--- src/rtl/z80fi_insn_capture.sv ---
// z80fi_insn_capture
//   Collects the opcode/operand bytes and up to two data-memory reads of one
//   instruction. On retire it emits one registered z80fi packet that the
//   z80fi_insn_spec_* checkers consume.
//
// Parameters
//   MAX_INSN_LEN   bytes captured per instruction (1..4)
//
// Ports
//   clk, reset                        clock; asynchronous active-high reset
//   fetch_valid/addr/data             one instruction byte fetched this cycle
//   rd_valid/addr/data                one data-memory read completed this cycle
//   retire                            current instruction completes this cycle
//   z80fi_valid                       one-cycle packet strobe
//   z80fi_pc/insn/insn_len            first-byte address, bytes (LSB first), count
//   z80fi_mem_rd_count                data reads captured (0..2)
//   z80fi_mem_raddr/rdata(2)          first/second read, 0 when absent
//   capture_err                       sticky: overflow or empty retire
//
// Build option
//   Z80FI_CAPTURE_ASSERT_EN  adds immediate assertions that capture_err never
//                            rises and that every packet has a nonzero length.
module z80fi_insn_capture #(
    parameter int MAX_INSN_LEN = 4
) (
    input  logic        clk,
    input  logic        reset,
    input  logic        fetch_valid,
    input  logic [15:0] fetch_addr,
    input  logic [7:0]  fetch_data,
    input  logic        rd_valid,
    input  logic [15:0] rd_addr,
    input  logic [7:0]  rd_data,
    input  logic        retire,
    output logic        z80fi_valid,
    output logic [15:0] z80fi_pc,
    output logic [31:0] z80fi_insn,
    output logic [2:0]  z80fi_insn_len,
    output logic [1:0]  z80fi_mem_rd_count,
    output logic [15:0] z80fi_mem_raddr,
    output logic [7:0]  z80fi_mem_rdata,
    output logic [15:0] z80fi_mem_raddr2,
    output logic [7:0]  z80fi_mem_rdata2,
    output logic        capture_err
);

    localparam logic [2:0] MAX_LEN = 3'(MAX_INSN_LEN);

    typedef enum logic {IDLE, COLLECT} state_t;

    state_t      state_q, state_n;
    logic [31:0] insn_q, insn_n, insn_e;
    logic [2:0]  len_q, len_n, len_e;
    logic [15:0] pc_q, pc_n, pc_e;
    logic [1:0]  rcnt_q, rcnt_n, rcnt_e;
    logic [15:0] ra1_q, ra1_n, ra1_e, ra2_q, ra2_n, ra2_e;
    logic [7:0]  rd1_q, rd1_n, rd1_e, rd2_q, rd2_n, rd2_e;
    logic        err_q, err_n;
    logic        launch;

    // *_e = accumulator contents including this cycle's fetch/read, which
    // belong to the retiring instruction when retire is also asserted.
    always_comb begin
        insn_e  = insn_q;
        len_e   = len_q;
        pc_e    = pc_q;
        rcnt_e  = rcnt_q;
        ra1_e   = ra1_q;
        rd1_e   = rd1_q;
        ra2_e   = ra2_q;
        rd2_e   = rd2_q;
        err_n   = err_q;
        state_n = state_q;
        launch  = 1'b0;

        if (fetch_valid) begin
            if (state_q == IDLE) begin
                insn_e  = {24'h0, fetch_data};
                len_e   = 3'd1;
                pc_e    = fetch_addr;
                state_n = COLLECT;
            end else if (len_q < MAX_LEN) begin
                for (int unsigned k = 0; k < 4; k++) begin
                    if (len_q == 3'(k)) insn_e[8*k +: 8] = fetch_data;
                end
                len_e = len_q + 3'd1;
            end else begin
                err_n = 1'b1;
            end
        end

        if (rd_valid) begin
            case (rcnt_q)
                2'd0: begin ra1_e = rd_addr; rd1_e = rd_data; rcnt_e = 2'd1; end
                2'd1: begin ra2_e = rd_addr; rd2_e = rd_data; rcnt_e = 2'd2; end
                default: err_n = 1'b1;
            endcase
        end

        insn_n = insn_e;
        len_n  = len_e;
        pc_n   = pc_e;
        rcnt_n = rcnt_e;
        ra1_n  = ra1_e;
        rd1_n  = rd1_e;
        ra2_n  = ra2_e;
        rd2_n  = rd2_e;

        if (retire) begin
            if (len_e != 3'd0) begin
                launch  = 1'b1;
                state_n = IDLE;
                insn_n  = '0;
                len_n   = '0;
                pc_n    = '0;
                rcnt_n  = '0;
                ra1_n   = '0;
                rd1_n   = '0;
                ra2_n   = '0;
                rd2_n   = '0;
            end else begin
                // Empty retire: reads seen in IDLE stay held for the next insn.
                err_n = 1'b1;
            end
        end
    end

    always_ff @(posedge clk or posedge reset) begin
        if (reset) begin
            state_q <= IDLE;
            insn_q  <= '0;
            len_q   <= '0;
            pc_q    <= '0;
            rcnt_q  <= '0;
            ra1_q   <= '0;
            rd1_q   <= '0;
            ra2_q   <= '0;
            rd2_q   <= '0;
            err_q   <= 1'b0;
        end else begin
            state_q <= state_n;
            insn_q  <= insn_n;
            len_q   <= len_n;
            pc_q    <= pc_n;
            rcnt_q  <= rcnt_n;
            ra1_q   <= ra1_n;
            rd1_q   <= rd1_n;
            ra2_q   <= ra2_n;
            rd2_q   <= rd2_n;
            err_q   <= err_n;
        end
    end

    always_ff @(posedge clk or posedge reset) begin
        if (reset) begin
            z80fi_valid        <= 1'b0;
            z80fi_pc           <= '0;
            z80fi_insn         <= '0;
            z80fi_insn_len     <= '0;
            z80fi_mem_rd_count <= '0;
            z80fi_mem_raddr    <= '0;
            z80fi_mem_rdata    <= '0;
            z80fi_mem_raddr2   <= '0;
            z80fi_mem_rdata2   <= '0;
        end else begin
            z80fi_valid <= launch;
            if (launch) begin
                z80fi_pc           <= pc_e;
                z80fi_insn         <= insn_e;
                z80fi_insn_len     <= len_e;
                z80fi_mem_rd_count <= rcnt_e;
                z80fi_mem_raddr    <= ra1_e;
                z80fi_mem_rdata    <= rd1_e;
                z80fi_mem_raddr2   <= ra2_e;
                z80fi_mem_rdata2   <= rd2_e;
            end
        end
    end

    assign capture_err = err_q;

`ifdef Z80FI_CAPTURE_ASSERT_EN
    always_ff @(posedge clk) begin
        if (!reset) begin
            assert (!(err_n && !err_q));
            assert (!z80fi_valid || (z80fi_insn_len != 3'd0));
        end
    end
`endif

endmodule

--- config.mk ---
export PLATFORM = sky130hd
export DESIGN_NAME = z80fi_insn_capture
export DESIGN_NICKNAME = d
export VERILOG_FILES = /design/src/rtl/z80fi_insn_capture.sv
export SDC_FILE = /design/constraint.sdc
export NUM_CORES = 1
export LEC_CHECK = 0
export CAP_MARGIN = 20
export CORE_MARGIN = 3
export CORE_UTILIZATION = 30
export CTS_CLUSTER_DIAMETER = 50
export CTS_CLUSTER_SIZE = 10
export DETAILED_ROUTE_END_ITERATION = 6
export PLACE_DENSITY = 0.48
export SYNTH_ARGS = -nofsm -noshare
export SYNTH_HDL_FRONTEND = slang
export SYNTH_SLANG_ARGS = --single-unit
export TNS_END_PERCENT = 30
--- constraint.sdc ---
create_clock -name clk -period 12.7 [get_ports clk]
set_clock_uncertainty 0.15 [all_clocks]
set_input_delay 3.175 -clock clk [delete_from_list [all_inputs] [get_ports clk]]
set_output_delay 3.175 -clock clk [all_outputs]
set_load 0.03 [all_outputs]
### Yosys cells after proc, flatten, opt, wreduce, memory -nomap -nowiden

Index checks and enable logic that the tools add are counted.

* $add $sub $neg: 1
* magnitude comparators: 1
* eq/ne operators: 4
* multiplexer cells: 50
* reductions and logical operators: 4

Operator list (count)
* two-way mux 16 bit: 12
* two-way mux 32 bit: 5
* two-way mux 8 bit: 12
* two-way mux 3 bit: 5
* two-way mux 1 bit: 12
* == test 3 x 2 -> 1 bit, second input constant: 2
* two-way mux 2 bit: 3
* one-hot mux 2 bit (2 select lines): 1
* adder 3 x 1 -> 3 bit, second input constant: 1
* == test 3 x 1 -> 1 bit, second input constant: 1
* zero test 3 bit: 1
* < comparator 3 bit, second input constant: 1
* nonzero test 3 bit: 1
* == test 2 x 1 -> 1 bit, second input constant: 1
* zero test 2 bit: 1
* OR reduction 2 bit: 1

* bits in registers: 205
* logic and storage cells: 79

### Logic depth before layout (Yosys ltp)

* depth after elaboration: 8
* mapped depth: 9
* depth with buffers taken out: 6

### Least setup slack after synthesis

No wires, ideal clock.

* path type: input-to-reg
* start: in fetch_valid
* end: reg z80fi_insn[11]
* setup time: 0.128 ns
* data arrival time: 4.431 ns
* slack: 7.991 ns
* stages on the path: 7
* path through: buf_2 > nand4b_1 > nand3_1 > o31a_1 > buf_4 > buf_6 > mux2_1

* cells in the longest elaborated chain, start to end: 4

Ends and longest elaborated chain
* start, declared: RTL line 28 `input logic fetch_valid,`
* two-way mux 3 bit: RTL line 76 `if (fetch_valid) begin`
* nonzero test 3 bit: RTL line 110 `if (len_e != 3'd0) begin`
* two-way mux 1 bit: RTL line 110
* two-way mux 1 bit: RTL line 109 `if (retire) begin`
* end signal, assigned: RTL line 169 `z80fi_insn <= insn_e;`
* end, declared: RTL line 37 `output logic [31:0] z80fi_insn,`

Several ways; a longest one is shown, not always the timed one.
A chain may end at the register's enable or synchronous reset.

### Worst setup path in the final report

* start: in fetch_valid
* end: reg z80fi_insn[16]

Same word-level chain as after synthesis.

==> flow_summary.ini <==
[timing]
drv_slew = 0
whs_ns = 0.309
setup_tns_ns = 0
finalSetupViolCount = 0
fmax_mhz = 155
period_share_pct = 50.7
hold_viol = 0
tightest_slew_ns = 1.09
period_minus_slack_ns = 6.44
rsz0062_at_grt = no
max-slew-margin-rel_pct = 27.3

[worst_setup_path]
startpoint_type = primary input
timing.rr.start = len_q[0]$_DFF_PP0_
critPathArrivalTime_ns = 6.70
rrSetupSlack_ns = 9.05
crit_fanout = 90
crit_type = in2reg
timing.rr.end = z80fi_insn[16]$_DFFE_PP0P_
r2r_cells = 7
end_kind = register
worstPathRequired_ns = 12.96

[floorplanning]
start_util_pct = 30.7
core_area_um2 = 28000
dieArea_um2 = 30800
dieWidth_um = 175
row_count = 61
die_h_um = 175
pin_count = 156

[grt]
grt_start_max_net_pins = 134
antenna_found_initial = 0
track_usage_pct = 13.9
grt_pass1_wl_um = 34800
grt_pass1_vias = 6117
grt-ovfl-total = 0

[clock_tree]
clock_sinks = 205
cts_setup_buffers = 0
ctsHoldBuffers = 0
root_buffer = clkbuf_16
clock_latency_ns = 0.53
clkSlewWorstSetupHoldPaths_ns = 0.05
cts_buffer_depth = 3
htreeDepth = 1
cts_buffers = 29
cts_tree = built
cts_resized = 0

[logic_synthesis]
yosysTopAreaCell = dfrtp_1
yosysWarningCount = 0
synth.distinct_cells = 31
synth_flop_cell = dfrtp_1
synthArstFlopShare_pct = 100
synth.area.top_cells = dfrtp_1 60%, mux2i_1 7.2%, o22a_1 5.2%, nand2_1 4.7%, mux2_1 4.6%
synth_fp_nets = 808
yosys-top-cells-count = 205 x dfrtp_1, 107 x nand2_1, 63 x nor2_1
synth.most_common_cell = dfrtp_1
ys_ff_latch = 205
yosys.area.top_type_share_pct = 59.6
syn_area_um2 = 8610
netlist_instances = 749
synth_area_per_cell_um2 = 11.5
synth_edf_count = 0
synth.yosys.seq_area_share_pct = 59.6

[drt]
first_pass_iters = 4
num_vias = 5939
first_iter_violations = 405
drtAntennaViolNets = 0
drt-total-wl_um = 21600
drc = 0
avgViaCountPerCell = 4.62
post_drt_wl_per_cell_um = 16.8

[cells_and_area]
drive_gt1_share_pct = 7.61
n_antenna_cell = 0
design_area_um2 = 11400
area.growth.synth_to_final_pct = 32.4
fin_util_pct = 40.7
fin_nets = 950
nFillCells = 2740

[placed_design]
placement.io_buffers = 155
place.gp.congestion = 0.730
hpwl_um = 13100
place_area_um2 = 10500

[power]
p_per_area_nw_per_um2 = 202
p_leak_nw = 5.44
irDropWorstVdd_v = 0.0000975
p_total_w = 0.00230

[worst_hold_path]
hold_class = reg2reg
worstHoldStart = capture_err$_DFF_PP0_
whs_path_depth = 1
hold_end = capture_err$_DFF_PP0_

[status]
status = finished, final reports clean

[flow_run]
cap_violations = 0
==> flip-flops by register name, indices dropped and copies added (netlist names), 2 cells and up <==
name and count:
z80fi_mem_rd_count 2, rcnt_q 2, z80fi_pc 16, ra2_q 16
z80fi_mem_rdata 8, rd1_q 8, z80fi_insn_len 3, z80fi_mem_rdata2 8
ra1_q 16, z80fi_mem_raddr 16, rd2_q 8, len_q 3
insn_q 32, z80fi_insn 32, z80fi_mem_raddr2 16, pc_q 16
==> stage by stage <==
step	instances	setup slack, ns
after global placement	1238	5.68
after global routing	1285	6.02
after floorplan	749	3.78
after CTS	1285	6.25
after detailed placement	1238	5.68
final	1285	6.26
==> placed cells by master, fill, tap and decap left out, drive strengths merged, types with 23 or more instances in the layout <==
cell,instances
o221ai,23
dfrtp,205
clkbuf,36
inv,38
nor2,63
o22a,51
clkdlybuf4s50,154
nand2,107
nor2b,45
mux2i,62
nand3,26
mux2,45
==> power by group <==
| part | internal [W] | switching, W |
|---|---|---|
| Clock | 0.000497 | 0.000289 |
| Combinational | 0.000283 | 0.000381 |
| Sequential | 0.000790 | 0.0000639 |
| Total | 0.00157 | 0.000733 |
==> how the worst max path moves through the flow <==
stage | start | end | slack (ns)
2_1_floorplan | reset | capture_err$_DFF_PP0_ | 3.78
3_3_place_gp | fetch_valid | z80fi_insn[20]$_DFFE_PP0P_ | 5.68
3_5_place_dp | fetch_valid | z80fi_insn[20]$_DFFE_PP0P_ | 5.68
4_1_cts | fetch_valid | z80fi_insn[20]$_DFFE_PP0P_ | 6.25
5_1_grt | fetch_valid | z80fi_insn[30]$_DFFE_PP0P_ | 6.02
6_report | fetch_valid | z80fi_insn[16]$_DFFE_PP0P_ | 6.26
==> cell type report <==
class	instances	area, µm²	area share, %
flip-flops and latches	205	5130	45.0
multi-input cells	453	3090	27.1
repair buffers	165	1620	14.2
clock buffers	36	792	6.95
well taps	378	473	4.15
clock inverters	11	148	1.30
inverters	37	146	1.28
==> layer usage <==
| metal | vias to the layer above | routed length (µm) | share of wire, % | global-route usage, % |
|---|---|---|---|---|
| met1 | 2921 | 10300 | 48 | 20.3 |
| met2 | 153 | 9610 | 44 | 21.0 |
| li1 | 2832 | - | - | - |
| met5 | - | 0 | 0 | 0 |
| met3 | 33 | 1400 | 6.4 | 3.26 |
| met4 | 0 | 348 | 1.6 | 3.06 |
==> kinds of logic (layout without fill, tap and decap cells) <==
| group | count (synthesis) | in the layout | share of synthesized area [%] |
|---|---|---|---|
| flip-flops | 205 | 205 | 59.6 |
| adder cells (fa/ha/maj) | 6 | 6 | 0.872 |
| multiplexers | 107 | 107 | 13.1 |
| AND/OR/NAND/NOR | 254 | 254 | 13.3 |
| buffers and inverters | 91 | 249 | 4.65 |
| AO/OA/AOI/OAI | 86 | 86 | 8.52 |
==> worst max-delay path, stage by stage <==
cell and delay [ns]:
clkdlybuf4s50_1 0.45, buf_4 0.36, nor2_1 0.12, a31oi_1 0.34, o31a_2 0.83, buf_4 0.93, mux2_1 0.39
Note: power is estimated with default switching activity, not from simulation.
